$ cat src/rtl/column_adder_if.sv
// Column handshake bundle between column_multiplier (master) and column_adder (slave).
// in_ready/in_ack: upstream holds in_c and in_ready until in_ack pulses; out_ready/out_ack: out_sum held until out_ack.
interface column_adder_if #(
    parameter int size       = 4,
    parameter int cell_width = 32,
    parameter int width      = cell_width * size
);
    logic [width-1:0]      in_c;
    logic                  in_ready;
    logic                  in_ack;
    logic                  out_ack;
    logic                  out_ready;
    logic [cell_width-1:0] out_sum;

    modport master (
        output in_c, in_ready, out_ack,
        input  in_ack, out_ready, out_sum
    );

    modport slave (
        input  in_c, in_ready, out_ack,
        output in_ack, out_ready, out_sum
    );
endinterface

$ cat src/rtl/column_adder.sv
// column_adder: left-fold FP32 sum of one packed column through a single sequential single_adder.
// Optional macro COLUMN_ADDER_ZERO_SKIP_EN: elements equal to +0/-0 bypass the adder in s_LOAD.
module column_adder #(
    parameter int size       = 4,
    parameter int cell_width = 32,
    parameter int width      = cell_width * size
) (
    input  logic          in_clk,
    input  logic          in_reset,
    column_adder_if.slave bus,
    output logic [1:0]    o_state
);
    localparam int CW = $clog2(size + 1);

    typedef enum logic [1:0] {
        S_IDLE = 2'd0,
        S_LOAD = 2'd1,
        S_ADD  = 2'd2,
        S_DONE = 2'd3
    } state_t;

    state_t                r_state;
    state_t                w_next;
    logic [width-1:0]      r_col;
    logic [cell_width-1:0] r_acc;
    logic [cell_width-1:0] r_a;
    logic [cell_width-1:0] r_b;
    logic [CW-1:0]         r_cnt;
    logic                  r_stb;
    logic                  r_z_ack;
    logic                  r_in_ack;
    logic [cell_width-1:0] w_elem;
    logic [cell_width-1:0] w_z;
    logic                  w_z_stb;
    logic                  w_adder_rst;
    logic                  w_last;

    always_comb begin
        w_elem = '0;
        for (int k = 0; k < size; k++) begin
            if (r_cnt == CW'(k)) w_elem = r_col[k*cell_width +: cell_width];
        end
    end

    assign w_last = (r_cnt == CW'(size));

`ifdef COLUMN_ADDER_ZERO_SKIP_EN
    logic w_skip;
    // Sign bit ignored: both +0 and -0 leave the accumulator untouched, so the sum keeps e0's sign.
    assign w_skip = (w_elem[cell_width-2:0] == '0);
`endif

    always_ff @(posedge in_clk) begin
        if (in_reset) r_state <= S_IDLE;
        else          r_state <= w_next;
    end

    always_comb begin
        w_next = r_state;
        case (r_state)
            S_IDLE: if (bus.in_ready) w_next = S_LOAD;
            S_LOAD: begin
                if (w_last) w_next = S_DONE;
`ifdef COLUMN_ADDER_ZERO_SKIP_EN
                else if (w_skip) w_next = S_LOAD;
`endif
                else w_next = S_ADD;
            end
            S_ADD:  if (w_z_stb) w_next = S_LOAD;
            S_DONE: if (bus.out_ack) w_next = S_IDLE;
            default: w_next = S_IDLE;
        endcase
    end

    always_comb begin
        bus.out_ready = (r_state == S_DONE);
        bus.out_sum   = (r_state == S_DONE) ? r_acc : '0;
        bus.in_ack    = r_in_ack;
        // Adder held in reset while idle and during our own reset, so a pending result is dropped.
        w_adder_rst   = in_reset || (r_state == S_IDLE);
        o_state       = r_state;
    end

    always_ff @(posedge in_clk) begin
        if (in_reset) begin
            r_col    <= '0;
            r_acc    <= '0;
            r_a      <= '0;
            r_b      <= '0;
            r_cnt    <= '0;
            r_stb    <= 1'b0;
            r_z_ack  <= 1'b0;
            r_in_ack <= 1'b0;
        end else begin
            r_in_ack <= 1'b0;
            r_z_ack  <= 1'b0;
            case (r_state)
                S_IDLE: begin
                    if (bus.in_ready) begin
                        r_col    <= bus.in_c;
                        r_acc    <= bus.in_c[cell_width-1:0];
                        r_cnt    <= CW'(1);
                        r_in_ack <= 1'b1;
                    end
                end
                S_LOAD: begin
                    if (!w_last) begin
`ifdef COLUMN_ADDER_ZERO_SKIP_EN
                        if (w_skip) begin
                            r_cnt <= r_cnt + 1'b1;
                        end else begin
                            r_a   <= r_acc;
                            r_b   <= w_elem;
                            r_stb <= 1'b1;
                        end
`else
                        r_a   <= r_acc;
                        r_b   <= w_elem;
                        r_stb <= 1'b1;
`endif
                    end
                end
                S_ADD: begin
                    if (w_z_stb) begin
                        r_acc   <= w_z;
                        r_z_ack <= 1'b1;
                        r_stb   <= 1'b0;
                        r_cnt   <= r_cnt + 1'b1;
                    end
                end
                default: ;
            endcase
        end
    end

    single_adder u_adder (
        .clk          (in_clk),
        .rst          (w_adder_rst),
        .input_a      (r_a),
        .input_b      (r_b),
        .input_a_stb  (r_stb),
        .input_b_stb  (r_stb),
        .output_z_ack (r_z_ack),
        .output_z     (w_z),
        .output_z_stb (w_z_stb)
    );
endmodule

// FP32 adder, round-to-nearest-even, one-cycle latency; result held until output_z_ack.
module single_adder (
    input  logic        clk,
    input  logic        rst,
    input  logic [31:0] input_a,
    input  logic [31:0] input_b,
    input  logic        input_a_stb,
    input  logic        input_b_stb,
    input  logic        output_z_ack,
    output logic [31:0] output_z,
    output logic        output_z_stb
);
    function automatic logic [31:0] fp_add(input logic [31:0] a, input logic [31:0] b);
        logic [31:0] l, s;
        logic [9:0]  el, es, e, d;
        logic [26:0] ml, ms, m;
        logic [53:0] sh;
        logic [27:0] sum;
        logic [24:0] rm;
        logic        rup;
        fp_add = 32'h0;
        if ((a[30:23] == 8'hff && a[22:0] != 23'h0) || (b[30:23] == 8'hff && b[22:0] != 23'h0)) begin
            fp_add = 32'h7fc00000;
        end else if (a[30:23] == 8'hff && b[30:23] == 8'hff) begin
            fp_add = (a[31] != b[31]) ? 32'h7fc00000 : a;
        end else if (a[30:23] == 8'hff) begin
            fp_add = a;
        end else if (b[30:23] == 8'hff) begin
            fp_add = b;
        end else begin
            if (a[30:0] >= b[30:0]) begin l = a; s = b; end
            else                    begin l = b; s = a; end
            el = (l[30:23] == 8'h0) ? 10'd1 : {2'b00, l[30:23]};
            es = (s[30:23] == 8'h0) ? 10'd1 : {2'b00, s[30:23]};
            ml = {(l[30:23] != 8'h0), l[22:0], 3'b000};
            ms = {(s[30:23] != 8'h0), s[22:0], 3'b000};
            // Alignment keeps guard/round bits plus a sticky bit collecting everything shifted past them.
            d  = ((el - es) > 10'd27) ? 10'd27 : (el - es);
            sh = {ms, 27'h0} >> d;
            ms = sh[53:27] | {26'h0, |sh[26:0]};
            e  = el;
            if (l[31] == s[31]) begin
                sum = {1'b0, ml} + {1'b0, ms};
                if (sum[27]) begin
                    m = sum[27:1] | {26'h0, sum[0]};
                    e = el + 10'd1;
                end else begin
                    m = sum[26:0];
                end
            end else begin
                m = ml - ms;
                for (int i = 0; i < 26; i++) begin
                    if (!m[26] && e > 10'd1) begin
                        m = m << 1;
                        e = e - 10'd1;
                    end
                end
            end
            rup = m[2] & (m[1] | m[0] | m[3]);
            rm  = {1'b0, m[26:3]} + {24'h0, rup};
            if (rm[24]) begin
                rm = rm >> 1;
                e  = e + 10'd1;
            end
            if (m == 27'h0)        fp_add = (l[31] & s[31]) ? 32'h80000000 : 32'h0;
            else if (e >= 10'd255) fp_add = {l[31], 8'hff, 23'h0};
            else                   fp_add = {l[31], (rm[23] ? e[7:0] : 8'h00), rm[22:0]};
        end
    endfunction

    always_ff @(posedge clk) begin
        if (rst) begin
            output_z     <= 32'h0;
            output_z_stb <= 1'b0;
        end else if (output_z_stb) begin
            if (output_z_ack) output_z_stb <= 1'b0;
        end else if (input_a_stb && input_b_stb) begin
            output_z     <= fp_add(input_a, input_b);
            output_z_stb <= 1'b1;
        end
    end
endmodule

$ cat src/flat_wrapper.sv
// flat-port wrapper written by rule: the top's interface ports become plain ports
module column_adder_flat 
#(
    parameter int size       = 4,
    parameter int cell_width = 32,
    parameter int width      = cell_width * size
)
  (in_clk, in_reset, o_state, bus_in_c, bus_in_ready, bus_out_ack, bus_in_ack, bus_out_ready, bus_out_sum);
  column_adder_if #(.size(size), .cell_width(cell_width), .width(width)) bus_i ();
  input  logic in_clk;
  input  logic in_reset;
  output logic [1:0] o_state;
  input wire logic [$bits(bus_i.in_c)-1:0] bus_in_c;
  input wire logic [$bits(bus_i.in_ready)-1:0] bus_in_ready;
  input wire logic [$bits(bus_i.out_ack)-1:0] bus_out_ack;
  output wire logic [$bits(bus_i.in_ack)-1:0] bus_in_ack;
  output wire logic [$bits(bus_i.out_ready)-1:0] bus_out_ready;
  output wire logic [$bits(bus_i.out_sum)-1:0] bus_out_sum;
  assign bus_i.in_c = bus_in_c;
  assign bus_i.in_ready = bus_in_ready;
  assign bus_i.out_ack = bus_out_ack;
  assign bus_in_ack = bus_i.in_ack;
  assign bus_out_ready = bus_i.out_ready;
  assign bus_out_sum = bus_i.out_sum;
  column_adder #(.size(size), .cell_width(cell_width), .width(width)) u_core (.in_clk(in_clk), .in_reset(in_reset), .bus(bus_i), .o_state(o_state));
endmodule
$ cat config.mk
export PLATFORM = sky130hd
export DESIGN_NAME = column_adder_flat
export DESIGN_NICKNAME = d
export VERILOG_FILES = /design/src/rtl/column_adder_if.sv /design/src/rtl/column_adder.sv /design/src/flat_wrapper.sv
export SDC_FILE = /design/constraint.sdc
export NUM_CORES = 2
export LEC_CHECK = 0
export CAP_MARGIN = 20
export CORE_ASPECT_RATIO = 1.75
export CORE_UTILIZATION = 58
export CTS_CLUSTER_DIAMETER = 120
export CTS_CLUSTER_SIZE = 40
export DETAILED_ROUTE_END_ITERATION = 10
export PLACE_DENSITY_LB_ADDON = 0.05
export SLEW_MARGIN = 20
export SYNTH_ARGS = -nofsm -noshare
export SYNTH_HDL_FRONTEND = slang
export SYNTH_SLANG_ARGS = --single-unit
$ cat constraint.sdc
create_clock -name in_clk -period 75.6 [get_ports in_clk]
set_clock_uncertainty 0.2 [all_clocks]
set_input_delay 7.56 -clock in_clk [delete_from_list [all_inputs] [get_ports in_clk]]
set_output_delay 7.56 -clock in_clk [all_outputs]
set_load 0.02 [all_outputs]
[Word-level counts from Yosys, hierarchy flattened]
Cells that the tools add are included.
Widths: inputs -> output; s select.
Operators by class
  multiplexer cells: 538
  bitwise logic cells: 10
  magnitude comparators: 29
  equal/unequal tests: 15
  $add $sub $neg: 33
  reduce and logical (&&, ||, !) cells: 77
  shifts and indexed selects: 1
  divide/modulo/power cells: 0
  multipliers: 0
Operators by type and width (count)
  $mux 27: 235
  $mux 10: 243
  $mux 32: 30
  $gt 10x1->1 const B: 25
  $sub 10x1->10 const B: 25
  $mux 24: 8
  $pmux 32 s2: 1
  $or 27x1->27: 2
  $shr 54x10->54: 1
  $reduce_bool 23->1: 2
  $ge 31x31->1: 1
  $mux 31: 1
  $logic_and 1x1->1: 29
  $add 27x27->28: 1
  $logic_not 27->1: 1
  $reduce_or 27->1: 1
  $sub 27x27->27: 1
  $logic_not 1->1: 26
  $add 24x1->25: 1
  $mux 8: 3
  $eq 8x8->1 const B: 2
  $logic_not 8->1: 2
  $reduce_bool 8->1: 2
  $add 10x1->10 const B: 1
  other kinds (32): 59
Word-level totals
  register bits after elaboration: 265
  word-level logic and storage cells: 714
  memory bits (read-only): 0
  bits in latches: 0
  input port bits: 132
  output and inout port bits: 36
  memories kept: 0
  memory bits (writable): 0

[Longest topological paths before layout]
  word-level depth: 323
  depth in mapped cells: 295
  gate-level depth less buffers: 234

[Modules after synthesis]
Synthesis repeated with hierarchy kept, for this count alone.
Unflattened totals
  cell total of the unflattened synthesis: 6215
  area total of the unflattened synthesis: 42917.4 um2
Modules (own cells, without submodules)
  single_adder: area each 33096.7 um2, sequential area each 660.6 um2, cells an instance 4989, times used 1
  column_adder: area each 9820.7 um2, sequential area each 4644.5 um2, cells an instance 1226, times used 1

[Worst setup path after synthesis]
OpenSTA, ideal clock, no wires.
  path type: flip-flop to flip-flop
  start: reg u_core.r_b[30]
  end: reg u_core.u_adder.output_z[16]
  clock period less this slack: 60541 ps
  arrival time: 60219 ps
  required time: 75279 ps
  library setup time: 121 ps
  cell stages (with the launch flop): 278
  buffers on the path: 64
  slack: 15059 ps
  cells stage by stage: dfxtp_1 inv_1 ha_1 nand4_1 nor2_1 nand2_1 a21oi_1 or2_1 buf_2 buf_1 clkbuf_1 clkbuf_1 clkbuf_1 clkbuf_1 mux2i_1 inv_1 fa_1 clkbuf_1 [242 not listed] buf_1 nand4_1 clkbuf_1 a32oi_1 a211oi_2 ha_1 o21ai_0 inv_1 o221ai_1 nor4b_2 nand4b_4 or4_1 a311oi_1 a311oi_2 buf_4 and2_1 a221oi_1 o21ai_1
On the way
  longest elaborated chain between the ends: 323
  elaborated cells on any way between the ends: 641
  classes of those cells: 32 x add/sub; 29 x order compare; 2 x eq/ne; 1 x shift; 511 x mux; 5 x bitwise; 61 x reduce/logical
RTL lines
  from (decl): RTL line column_adder.sv:27  | logic [cell_width-1:0] r_b;
  from (signal assigned): RTL line column_adder.sv:118  | r_b <= w_elem;
  $ge 31x31->1: RTL line column_adder.sv:179  | if (a[30:0] >= b[30:0]) begin l = a; s = b; end
  $mux 32: RTL line column_adder.sv:179
  $mux 32: RTL line column_adder.sv:176  | end else if (b[30:23] == 8'hff) begin
  $mux 32: RTL line column_adder.sv:174  | end else if (a[30:23] == 8'hff) begin
  $mux 32: RTL line column_adder.sv:172  | end else if (a[30:23] == 8'hff && b[30:23] == 8'hff) begin
  $mux 32: RTL line column_adder.sv:170  | if ((a[30:23] == 8'hff && a[22:0] != 23'h0) || (b[30:23] == 8'hff && b[22:0] != 23'h0)) begin
  $mux 32: RTL line column_adder.sv:225  | end else if (input_a_stb && input_b_stb) begin
  $mux 32: RTL line column_adder.sv:223  | end else if (output_z_stb) begin
  [307 not listed]
  $mux 10: RTL line column_adder.sv:220  | if (rst) begin
  $ge 10x8->1: RTL line column_adder.sv:214  | else if (e >= 10'd255) fp_add = {l[31], 8'hff, 23'h0};
  $mux 31: RTL line column_adder.sv:214
  $mux 32: RTL line column_adder.sv:213  | if (m == 27'h0) fp_add = (l[31] & s[31]) ? 32'h80000000 : 32'h0;
  $mux 32: RTL line column_adder.sv:176
  $mux 32: RTL line column_adder.sv:174
  $mux 32: RTL line column_adder.sv:172
  $mux 32 *: RTL line column_adder.sv:170
  to (signal assigned): RTL line column_adder.sv:226  | output_z <= fp_add(input_a, input_b);
  to (decl): RTL line column_adder.sv:158  | output logic [31:0] output_z,
Mark *: on every way between the ends. The rest lies on a longest branch, timed or not. The select of a mux whose other input is x is not followed.
A chain may end at the register's enable or synchronous reset.

[Final worst setup path]
  start: reg u_core.r_b[25]
  end: reg u_core.u_adder.output_z[19]
The elaborated chain is that of the path after synthesis.

==> flow_summary.yaml <==
die:
  core.rowCount: 129
  pin_count: 168
  die_area_um2: 72700
  initial_core_util_pct: 58.7
  core_area_um2: 70700
  die_x_um: 204
  fp.dieH_um: 356
yosys:
  synth-seq-cells: 265
  ys.flop_type: "dfxtp_1"
  async_reset_ff_share_pct: 0
  synth_warnings: 0
  synth_top_cell_by_area: "dfxtp_1"
  synth_nets: 6361
  yosysTopAreaCellShare_pct: 12.8
  syn_area_um2: 41500
  syn-mean-instance-area_um2: 6.83
  ys_seq_area_share_pct: 12.8
  syn_inst: 6080
  synth.distinct_cells: 155
  synth.area.top_cells: "dfxtp_1, mux2i_1, nand2_1"
  synth_edf_count: 0
sta:
  finalCritPeriodShare_pct: 87.3
  setup_ws_ps: 9630
  fmax_mhz: 15.2
  max_slew_margin_pct: 16.8
  rsz0062_at_grt: "no"
  setup-violations-final: 0
  final_hold_viol_count: 0
  period_needed_ps: 65970
  slew_viol_final: 0
  fin_setup_tns_ps: 0
  worst_slew_pin_slew_ps: 1240
clock_network:
  tritoncts: "done"
  cts_root_buf: "clkbuf_16"
  cts_setup_buffers: 0
  cts_hold_buffers: 0
  h-tree-depth: 1
  cts_sinks: 265
  max-clock-path-buffers: 3
  cts_resized: 0
  clk_pin_slew_ps: 160
  clock_latency_ps: 550
  cts_buffers: 10
drt:
  drc: 0
  drt_iter0_drc: 4331
  first_pass_iters: 7
  routedWlPerCell_um: 24.6
  num_vias: 47400
  wl_um: 169000
  viasPerCell: 6.90
  drtAntennaViolNets: 0
finish:
  drive_above_1_share_pct: 7.32
  nNetsFinal: 6239
  fill_cells: 6943
  areaGrowthSynthToFinish_pct: 5.86
  n_antenna_cell: 0
place:
  hpwl_um: 130000
  port_buffers: 167
  gp_congestion: 1.08
  preCtsSetupSlack_ps: 10930
global_route:
  grt_max_degree: 102
  antenna_found_initial: 1
  grt-ovfl-total: 0
  track_usage_pct: 45.1
  grt_pass1_vias: 45400
  grt_first_pass_wirelength_um: 256000
setup_path:
  arrival_ps: 66220
  crit_path_end_kind: "flip-flop"
  path_class: "reg2reg"
  cpMaxStageDelayCell: "o311ai_0"
  crit_path_max_fanout: 93
  cp-start-kind: "flip-flop"
  cp.required_ps: 75850
  cpPeakStageDelay_ps: 920
worst_hold_path:
  min_path_type: "reg2reg"
status:
  outcome: "complete, no violations"
run:
  cap_viol_max_count: 0
[area by class of cell]
cell class                      count  area [um^2]  share of cell area, %
Multi-Input combinational cell   5242        34100                   77.7
Sequential cell                   265         5310                   12.1
Timing Repair Buffer              259         2370                   5.39
Tap cell                          917         1150                   2.61
Inverter                          180          676                   1.54
Clock buffer                       11          275                  0.627
Clock inverter                      1         16.3                 0.0370
[cell usage in the layout, fill, tap and decap left out, types with 21 or more instances in the layout]
| cell | netlist | final |
|---|---|---|
| nand2_1 | 954 | 951 |
| nor2_1 | 632 | 630 |
| a21oi_1 | 528 | 522 |
| mux2i_1 | 403 | 401 |
| o21ai_0 | 291 | 291 |
| dfxtp_1 | 265 | 263 |
| inv_1 | 173 | 173 |
| clkdlybuf4s50_1 | 0 | 166 |
| xnor2_1 | 162 | 160 |
| ha_1 | 147 | 146 |
| a211oi_1 | 144 | 144 |
| nand3_1 | 140 | 140 |
| nor3_1 | 136 | 134 |
| mux2_2 | 90 | 90 |
| buf_4 | 17 | 87 |
| and3_1 | 86 | 86 |
| nand4_1 | 80 | 80 |
| nor4_1 | 75 | 74 |
| a21o_1 | 68 | 68 |
| and2_1 | 61 | 60 |
| a31oi_1 | 59 | 58 |
| o211ai_1 | 58 | 58 |
| o21ai_1 | 58 | 55 |
| xor2_1 | 54 | 54 |
| a22oi_1 | 47 | 47 |
| o21a_1 | 46 | 46 |
| a311oi_1 | 46 | 46 |
| nand2b_1 | 45 | 45 |
| o31ai_1 | 47 | 44 |
| or3_1 | 42 | 42 |
| or2_2 | 36 | 36 |
| a221oi_1 | 31 | 31 |
| a211o_1 | 25 | 25 |
| nor2b_1 | 24 | 22 |
| o22ai_1 | 21 | 21 |
[flip-flops by register name, summed over array words and instances, names as in the netlist]
name	cells
u_core.r_acc	32
u_core.u_adder.output_z_stb	1
u_core.r_cnt	3
u_core.r_b	32
u_core.r_a	32
u_core.u_adder.output_z	32
u_core.r_stb	1
u_core.r_col	128
u_core.r_z_ack	1
u_core.o_state	2
u_core.bus.in_ack	1
[worst max-delay path: cells and delay by family (launching register included)]
| kind | cells | cell delay [ps] |
|---|---|---|
| fa+ha+maj | 29 | 9630 |
| simple gates | 79 | 19830 |
| xor+xnor | 12 | 3530 |
| flops | 1 | 610 |
| compound gates | 74 | 21120 |
| buf+inv | 39 | 9860 |
| mux | 2 | 820 |
[synthesized netlist by cell type, types with 20 or more instances]
| library cell | count |
|---|---|
| o21a_1 | 46 |
| nand3_1 | 140 |
| nand2_1 | 954 |
| inv_1 | 173 |
| or4_1 | 20 |
| xnor2_1 | 162 |
| o21ai_0 | 291 |
| a21o_1 | 68 |
| a211oi_1 | 144 |
| a21oi_1 | 528 |
| a311oi_1 | 46 |
| nand2b_1 | 45 |
| dfxtp_1 | 265 |
| a211o_1 | 25 |
| or2_2 | 36 |
| nor2_1 | 632 |
| o31ai_1 | 47 |
| buf_2 | 42 |
| a221oi_1 | 31 |
| clkbuf_1 | 297 |
| and2_1 | 61 |
| or3_1 | 42 |
| xor2_1 | 54 |
| nor3_1 | 136 |
| nor2b_1 | 24 |
| buf_1 | 32 |
| and3_1 | 86 |
| mux2_2 | 90 |
| o21ai_1 | 58 |
| o22ai_1 | 21 |
| nand4_1 | 80 |
| nor4_1 | 75 |
| o211ai_1 | 58 |
| a31oi_1 | 59 |
| a22oi_1 | 47 |
| mux2i_1 | 403 |
| ha_1 | 147 |
[path summary, 6_finish.rpt]
| kind | startpoint | end | slack (ps) | depth (start not counted) |
|---|---|---|---|---|
| setup reg to reg | u_core.r_b[25] | u_core.u_adder.output_z[19] | 9630 | 235 |
| hold reg to reg | u_core.u_adder.output_z[17] | u_core.u_adder.output_z[17] | 270 | 2 |
| setup / recovery | u_core.r_b[25] | u_core.u_adder.output_z[19] | 9630 | 235 |
| hold / removal | u_core.u_adder.output_z[17] | u_core.u_adder.output_z[17] | 270 | 2 |
[cell families (layout without fill, tap and decap cells)]
group	Yosys count	after routing	share of synthesized area (%)
AOI/OAI and AO/OA	1879	1879	31.4
xor gates and xnor gates	221	221	4.80
adders and majority gates	150	150	4.55
buffers and inverters	573	451	5.54
DFF	265	265	12.8
muxes	499	499	12.3
and+or+nand+nor	2493	2493	28.6
[metrics by stage]
| step | instances | hold slack, ps | utilization, % | cell area (um^2) |
|---|---|---|---|---|
| finish | 6875 | 265 | 62.1 | 43900 |
| global route | 6875 | 277 | 62.1 | 43900 |
| CTS | 6868 | 263 | 61.9 | 43800 |
| detailed placement | 6856 | 241 | 61.5 | 43500 |
| global placement | 6856 | 241 | 61.5 | 43500 |
| floorplan | 6080 | 226 | - | 41500 |
[metal layers]
layer	GRT usage, %	part of all wire [%]	vias to the layer above
met5	0.0674	0.031	-
met4	48.9	12	2
met3	11.4	6.8	908
met2	79.1	49	2167
met1	39.9	32	22100
li1	-	-	22300
Power is not shown: default switching activity piles up to over one toggle a cycle in this logic, so the estimate is an artifact.
